### config.mk
export PLATFORM = sky130hd
export DESIGN_NAME = instr_decode_stage
export DESIGN_NICKNAME = d
export VERILOG_FILES = /design/src/rtl/instr_decode_stage.sv
export SDC_FILE = /design/constraint.sdc
export NUM_CORES = 1
export LEC_CHECK = 0
export ABC_CLOCK_PERIOD_IN_PS = 1770
export CAP_MARGIN = 20
export CELL_PAD_IN_SITES_DETAIL_PLACEMENT = 0
export CELL_PAD_IN_SITES_GLOBAL_PLACEMENT = 1
export CORE_ASPECT_RATIO = 0.5
export CORE_MARGIN = 3
export CORE_UTILIZATION = 36
export DETAILED_ROUTE_END_ITERATION = 7
export GPL_ROUTABILITY_DRIVEN = 0
export PLACE_DENSITY = 0.85
export RECOVER_POWER = 50
export REMOVE_ABC_BUFFERS = 1
export SLEW_MARGIN = 40
export SYNTH_ARGS = -nofsm -noshare
export SYNTH_HDL_FRONTEND = slang
export SYNTH_SLANG_ARGS = --single-unit
export TNS_END_PERCENT = 10
### constraint.sdc
create_clock -name clk -period 1.77 [get_ports clk]
set_input_delay 0.2655 -clock clk [delete_from_list [all_inputs] [get_ports clk]]
set_output_delay 0.2655 -clock clk [all_outputs]
set_load 0.005 [all_outputs]
### src/rtl/instr_decode_stage.sv
// instr_decode_stage: registered MicroUAZ instruction decoder with a valid/ready
// handshake, flag-based jump resolution, flush, and a two-word LOADW
// instruction that carries a full NW-bit immediate in its second word.
module instr_decode_stage #(
    parameter int RW = 3,
    parameter int NW = 8
) (
    input  logic                  clk,
    input  logic                  rst_n,
    input  logic                  flush,
    input  logic                  in_valid,
    output logic                  in_ready,
    input  logic [3+2*RW-1:0]     instr,
    input  logic                  flag_z,
    input  logic                  flag_c,
    input  logic                  flag_n,
    output logic                  out_valid,
    input  logic                  out_ready,
    output logic                  move,
    output logic                  write,
    output logic                  math,
    output logic                  sel_out,
    output logic [RW-1:0]         j,
    output logic [RW-1:0]         k,
    output logic [RW-1:0]         i,
    output logic [NW-1:0]         n,
    output logic [1:0]            sel_pc,
    output logic [2:0]            f
);

    localparam int IW = 3 + 2*RW;

    localparam logic [2:0] OP_LOADI  = 3'b000;
    localparam logic [2:0] OP_LOAD   = 3'b001;
    localparam logic [2:0] OP_STOREI = 3'b010;
    localparam logic [2:0] OP_STORE  = 3'b011;
    localparam logic [2:0] OP_MOVE   = 3'b100;
    localparam logic [2:0] OP_MATH   = 3'b101;
    localparam logic [2:0] OP_JUMP   = 3'b110;

    localparam logic [1:0] PC_NEXT = 2'b00;
    localparam logic [1:0] PC_JUMP = 2'b01;
    localparam logic [1:0] PC_LINK = 2'b10;

    typedef enum logic [0:0] {
        IDLE,
        WAIT_IMM
    } state_t;

    state_t state_q, state_d;

    // Instruction fields
    logic [2:0]    op;
    logic [RW-1:0] fa;
    logic [RW-1:0] fb;

    assign op = instr[2:0];
    assign fa = instr[RW+2:3];
    assign fb = instr[IW-1:RW+3];

    // Handshake: a new word can enter only if the output slot is free or
    // draining this cycle; flush blocks the accept outright.
    logic accept;
    assign in_ready = (!out_valid || out_ready) && !flush;
    assign accept   = in_valid && in_ready;

    // Resolve a jump condition against the flags seen in the accept cycle.
    function automatic logic [1:0] jump_sel(input logic [2:0] cond,
                                            input logic       fz,
                                            input logic       fc,
                                            input logic       fneg);
        logic taken;
        taken = 1'b0;
        case (cond)
            3'd0:    return PC_JUMP;
            3'd1:    return PC_LINK;
            3'd2:    taken = fz;
            3'd3:    taken = !fz;
            3'd4:    taken = fc;
            3'd5:    taken = !fc;
            3'd6:    taken = fneg;
            default: taken = !fneg;
        endcase
        return taken ? PC_JUMP : PC_NEXT;
    endfunction

    // Stage 0: combinational decode of the presented word
    logic          move_p0, write_p0, math_p0, sel_out_p0;
    logic [RW-1:0] j_p0, k_p0, i_p0;
    logic [NW-1:0] n_p0;
    logic [1:0]    sel_pc_p0;
    logic [2:0]    f_p0;
    logic          produce_p0;
    logic          loadw_first_p0;
    logic [RW-1:0] a_lat_q;

    // Decode opcode (or raw immediate in WAIT_IMM) into the next control set.
    always_comb begin
        move_p0        = 1'b0;
        write_p0       = 1'b0;
        math_p0        = 1'b0;
        sel_out_p0     = 1'b0;
        j_p0           = '0;
        k_p0           = '0;
        i_p0           = '0;
        n_p0           = '0;
        sel_pc_p0      = PC_NEXT;
        f_p0           = '0;
        produce_p0     = 1'b0;
        loadw_first_p0 = 1'b0;
        if (state_q == WAIT_IMM) begin
            produce_p0 = 1'b1;
            k_p0       = a_lat_q;
            n_p0       = instr[NW-1:0];
            sel_out_p0 = 1'b1;
        end else begin
            produce_p0 = 1'b1;
            case (op)
                OP_LOADI: begin
                    k_p0 = fa;
                    j_p0 = fb;
                end
                OP_LOAD: begin
                    k_p0 = fa;
                    i_p0 = fb;
                end
                OP_STOREI: begin
                    k_p0     = fa;
                    j_p0     = fb;
                    write_p0 = 1'b1;
                end
                OP_STORE: begin
                    k_p0     = fa;
                    i_p0     = fb;
                    write_p0 = 1'b1;
                end
                OP_MOVE: begin
                    k_p0    = fa;
                    i_p0    = fb;
                    move_p0 = 1'b1;
                end
                OP_MATH: begin
                    k_p0    = fa;
                    f_p0    = fb[2:0];
                    math_p0 = 1'b1;
                end
                OP_JUMP: begin
                    k_p0      = fa;
                    f_p0      = fb[2:0];
                    sel_pc_p0 = jump_sel(fb[2:0], flag_z, flag_c, flag_n);
                end
                default: begin
                    // B==1 opens a LOADW; anything else is a NOP bubble
                    if (fb == RW'(1)) begin
                        produce_p0     = 1'b0;
                        loadw_first_p0 = 1'b1;
                    end
                end
            endcase
        end
    end

    // Next-state logic for the LOADW sequencer; flush always returns to IDLE.
    always_comb begin
        state_d = state_q;
        if (flush) begin
            state_d = IDLE;
        end else if (accept) begin
            if (state_q == WAIT_IMM) begin
                state_d = IDLE;
            end else if (loadw_first_p0) begin
                state_d = WAIT_IMM;
            end
        end
    end

    // State register and latched destination of a pending LOADW.
    always_ff @(posedge clk or negedge rst_n) begin
        if (!rst_n) begin
            state_q <= IDLE;
            a_lat_q <= '0;
        end else begin
            state_q <= state_d;
            if (accept && loadw_first_p0) begin
                a_lat_q <= fa;
            end
        end
    end

    // Stage 1: registered controls
    logic          vld_p1;
    logic          move_p1, write_p1, math_p1, sel_out_p1;
    logic [RW-1:0] j_p1, k_p1, i_p1;
    logic [NW-1:0] n_p1;
    logic [1:0]    sel_pc_p1;
    logic [2:0]    f_p1;

    // Output valid: set by an output-producing accept, cleared by handshake or flush.
    always_ff @(posedge clk or negedge rst_n) begin
        if (!rst_n) begin
            vld_p1 <= 1'b0;
        end else if (flush) begin
            vld_p1 <= 1'b0;
        end else if (accept) begin
            vld_p1 <= produce_p0;
        end else if (out_ready) begin
            vld_p1 <= 1'b0;
        end
    end

    // Output controls load only when a new output is produced; otherwise hold.
    always_ff @(posedge clk or negedge rst_n) begin
        if (!rst_n) begin
            move_p1    <= 1'b0;
            write_p1   <= 1'b0;
            math_p1    <= 1'b0;
            sel_out_p1 <= 1'b0;
            j_p1       <= '0;
            k_p1       <= '0;
            i_p1       <= '0;
            n_p1       <= '0;
            sel_pc_p1  <= PC_NEXT;
            f_p1       <= '0;
        end else if (accept && produce_p0) begin
            move_p1    <= move_p0;
            write_p1   <= write_p0;
            math_p1    <= math_p0;
            sel_out_p1 <= sel_out_p0;
            j_p1       <= j_p0;
            k_p1       <= k_p0;
            i_p1       <= i_p0;
            n_p1       <= n_p0;
            sel_pc_p1  <= sel_pc_p0;
            f_p1       <= f_p0;
        end
    end

    assign out_valid = vld_p1;
    assign move      = move_p1;
    assign write     = write_p1;
    assign math      = math_p1;
    assign sel_out   = sel_out_p1;
    assign j         = j_p1;
    assign k         = k_p1;
    assign i         = i_p1;
    assign n         = n_p1;
    assign sel_pc    = sel_pc_p1;
    assign f         = f_p1;

endmodule

==> flow_summary.json, run 1 <==
{
  "run_status": "completed",
  "grt-ovfl-total": 0,
  "numPortBuffers": 44,
  "antenna_found_initial": 0,
  "syn_inst": 121,
  "root_buffer": "clkbuf_8",
  "fin_tns_setup_ns": 0,
  "cp-start-kind": "primary input",
  "ys_ff_latch": 31,
  "hold_class": "register to register",
  "regToRegStartpoint": "state_q$_DFFE_PN0P_",
  "wl_per_cell_um": 14.9,
  "highest_layer": "met4",
  "met3WireLength_um": 129,
  "worstMarginPinSlew_ns": 0.766,
  "io_pins": 45,
  "routed_wl_mm": 3.50,
  "hp-start": "n[7]$_DFFE_PN0P_",
  "path_clk_slew_ns": 0.06,
  "numCtsBuffers": 5,
  "drt_iter0_drc": 36,
  "endpoint_kind": "register",
  "cts_tree": "built",
  "min_period_over_period_pct": 94.4,
  "post-route-drc-count": 0,
  "grt_pass1_wl_mm": 5.90,
  "vias_per_cell": 4.78,
  "ant_nets": 0,
  "path_delay_family": "buffers and inverters",
  "clock-sinks": 31,
  "setup_slack_ns": 0.0998,
  "cts_buffer_depth": 2,
  "dr_total_vias": 1123,
  "dpl.hpwl_mm": 2.71,
  "critPathSlowestCell": "clkdlybuf4s50_1",
  "crit_type": "primary input to register",
  "yosys-top-cells-area": "dfrtp_1 51%, mux2_4 6.0%, mux2i_1 5.3%",
  "worstSetupStartpoint": "instr[6]",
  "fillers": 329,
  "yosysTopAreaCell": "dfrtp_1",
  "path_buf_inv": 2,
  "die_h_um": 51.8,
  "dieArea_sq_um": 5050,
  "post-place-ws_ns": -0.184,
  "slew_violations": 0,
  "cap_violations": 0,
  "syn_area_sq_um": 1510,
  "seq_area_frac_synth_pct": 51.4,
  "path_cells": "clkdlybuf4s50_1 -> nand2b_4 -> nor4_4 -> buf_4 -> and3_2 -> mux2_2",
  "max_freq_mhz": 599,
  "grt_usage_pct": 15.3,
  "yosys_warnings": 0,
  "nets": 202,
  "layout_common_cells": "31 x dfrtp_1, 29 x clkdlybuf4s50_1, 19 x buf_4, 14 x dlygate4sd3_1, 9 x nand2_1",
  "fin_crit_ns": 1.67,
  "design.core.area_sq_um": 3720,
  "ff2ff_setup_slack_ns": 0.16,
  "met2_length_mm": 1.68,
  "layout-drive-gt1-share_pct": 28.8,
  "worstPathRequired_ns": 1.93,
  "cpPeakStageDelay_ns": 0.53,
  "critical_path_arrival_ns": 1.83,
  "mostFrequentLayoutCell": "dfrtp_1",
  "vdd_drop_max_mv": 0.314,
  "crit_fanout": 4,
  "maxSlewHeadroom_pct": 48.9,
  "wl_met1_mm": 1.64,
  "power_mw": 1.63,
  "cts_hold_buf": 0,
  "leakagePower_nw": 1.06,
  "diodes": 0,
  "start_util_pct": 40.6,
  "synth.distinct_cells": 33,
  "avgSynthCellArea_sq_um": 12.5,
  "final_hold_viol_count": 0,
  "finalSetupViolCount": 0,
  "synth_top_area_share_pct": 51.4,
  "clock_skew_ns": 0.00394,
  "die_x_um": 97.6,
  "rsz0062_at_grt": "no",
  "area_delta_synth_final_pct": 43.3,
  "grt_max_degree": 32,
  "ctsHtreeMaxLevel": 2,
  "clkLatencyLatePin_ns": 0.28,
  "powerDensity_nw_per_um2": 752,
  "row_count": 15,
  "firstDrtPassIters": 4,
  "first_global_vias": 1188
}
[through the flow]
stage | hold WS (ns) | cell area, sq um | std cells | utilization [%]
floorplan | -0.0301 | 1440 | 113 | -
global placement | 0.466 | 2100 | 229 | 56.4
detailed placement | 0.474 | 2100 | 229 | 56.4
CTS | 0.391 | 2170 | 235 | 58.4
global route | 0.497 | 2160 | 235 | 58.2
finish | 0.474 | 2160 | 235 | 58.2
[timing repair]
item                                    CTS  global route
gates resized for setup                   1             0
endpoints found under the hold margin     0             0
endpoints found under the setup margin    1             0
setup buffers                             0             0
[Yosys cell counts]
library cell	n
and2b_2	1
buf_4	1
nand2b_4	1
a21o_1	1
nand2_1	9
or3_1	1
o21ai_0	1
xor2_1	2
clkbuf_1	2
a22o_2	5
mux2i_1	8
mux2_2	7
a31oi_1	1
buf_12	1
buf_6	3
nor2_1	8
and3_1	1
nor3b_1	3
a21oi_1	1
nor4_1	1
nor4_4	1
and3_2	1
mux2_4	6
or2b_2	3
inv_1	7
dfrtp_1	31
a31o_2	1
and2_1	2
a21o_2	1
o22a_2	1
clkbuf_2	1
o2bb2ai_1	3
a22o_1	5
[flip-flops by register name, summed over array words and instances, names as in the netlist]
register	cells
state_q	1
j	3
a_lat_q	3
n	8
k	3
sel_out	1
write	1
i	3
move	1
math	1
out_valid	1
sel_pc	2
f	3
[cell type report]
type                            count  area, sq um  area share (%)
Tap cell                           51         63.8            2.95
Multi-Input combinational cell     75          633            29.3
Clock buffer                        6         72.6            3.36
Timing Repair Buffer               65          591            27.3
Inverter                            7         26.3            1.22
Sequential cell                    31          776            35.9
[path summary, 6_finish.rpt]
path,endpoint,depth (start not counted)
min reg2reg,n[7]$_DFFE_PN0P_,1
min in group asynchronous,n[7]$_DFFE_PN0P_,2
max reg2reg,a_lat_q[2]$_DFFE_PN0P_,5
min,n[7]$_DFFE_PN0P_,1
max in group asynchronous,i[1]$_DFFE_PN0P_,2
max,a_lat_q[2]$_DFFE_PN0P_,6
[logic make-up (layout without fill, tap and decap cells)]
kind of cell | count (synthesis) | count (layout) | share of synthesized area (%)
xor+xnor | 2 | 2 | 1.16
flops | 31 | 31 | 51.4
compound gates | 20 | 20 | 11.4
simple gates | 32 | 32 | 12.9
buf+inv | 15 | 78 | 6.63
mux | 21 | 21 | 16.5
[metal layers]
metal  vias up  track usage [%]
met5         -                0
met4         0             6.90
met3         6             4.42
met2        23             25.1
met1       547             19.2
li1        547                -
[where the power goes]
part	leakage, nW	internal, mW	switching, mW	total, mW
clock	0.0371	0.261	0.232	0.493
sequential	0.416	0.765	0.0333	0.798
combinational	0.604	0.213	0.121	0.334
Note: power is estimated with default switching activity, not from simulation.
==> run 2: changes to the inputs <==
- ABC_CLOCK_PERIOD_IN_PS: 1770 -> not set
==> results of run 2 <==
Same layout as run 1: the final DEF is identical, and so are final timing and power.
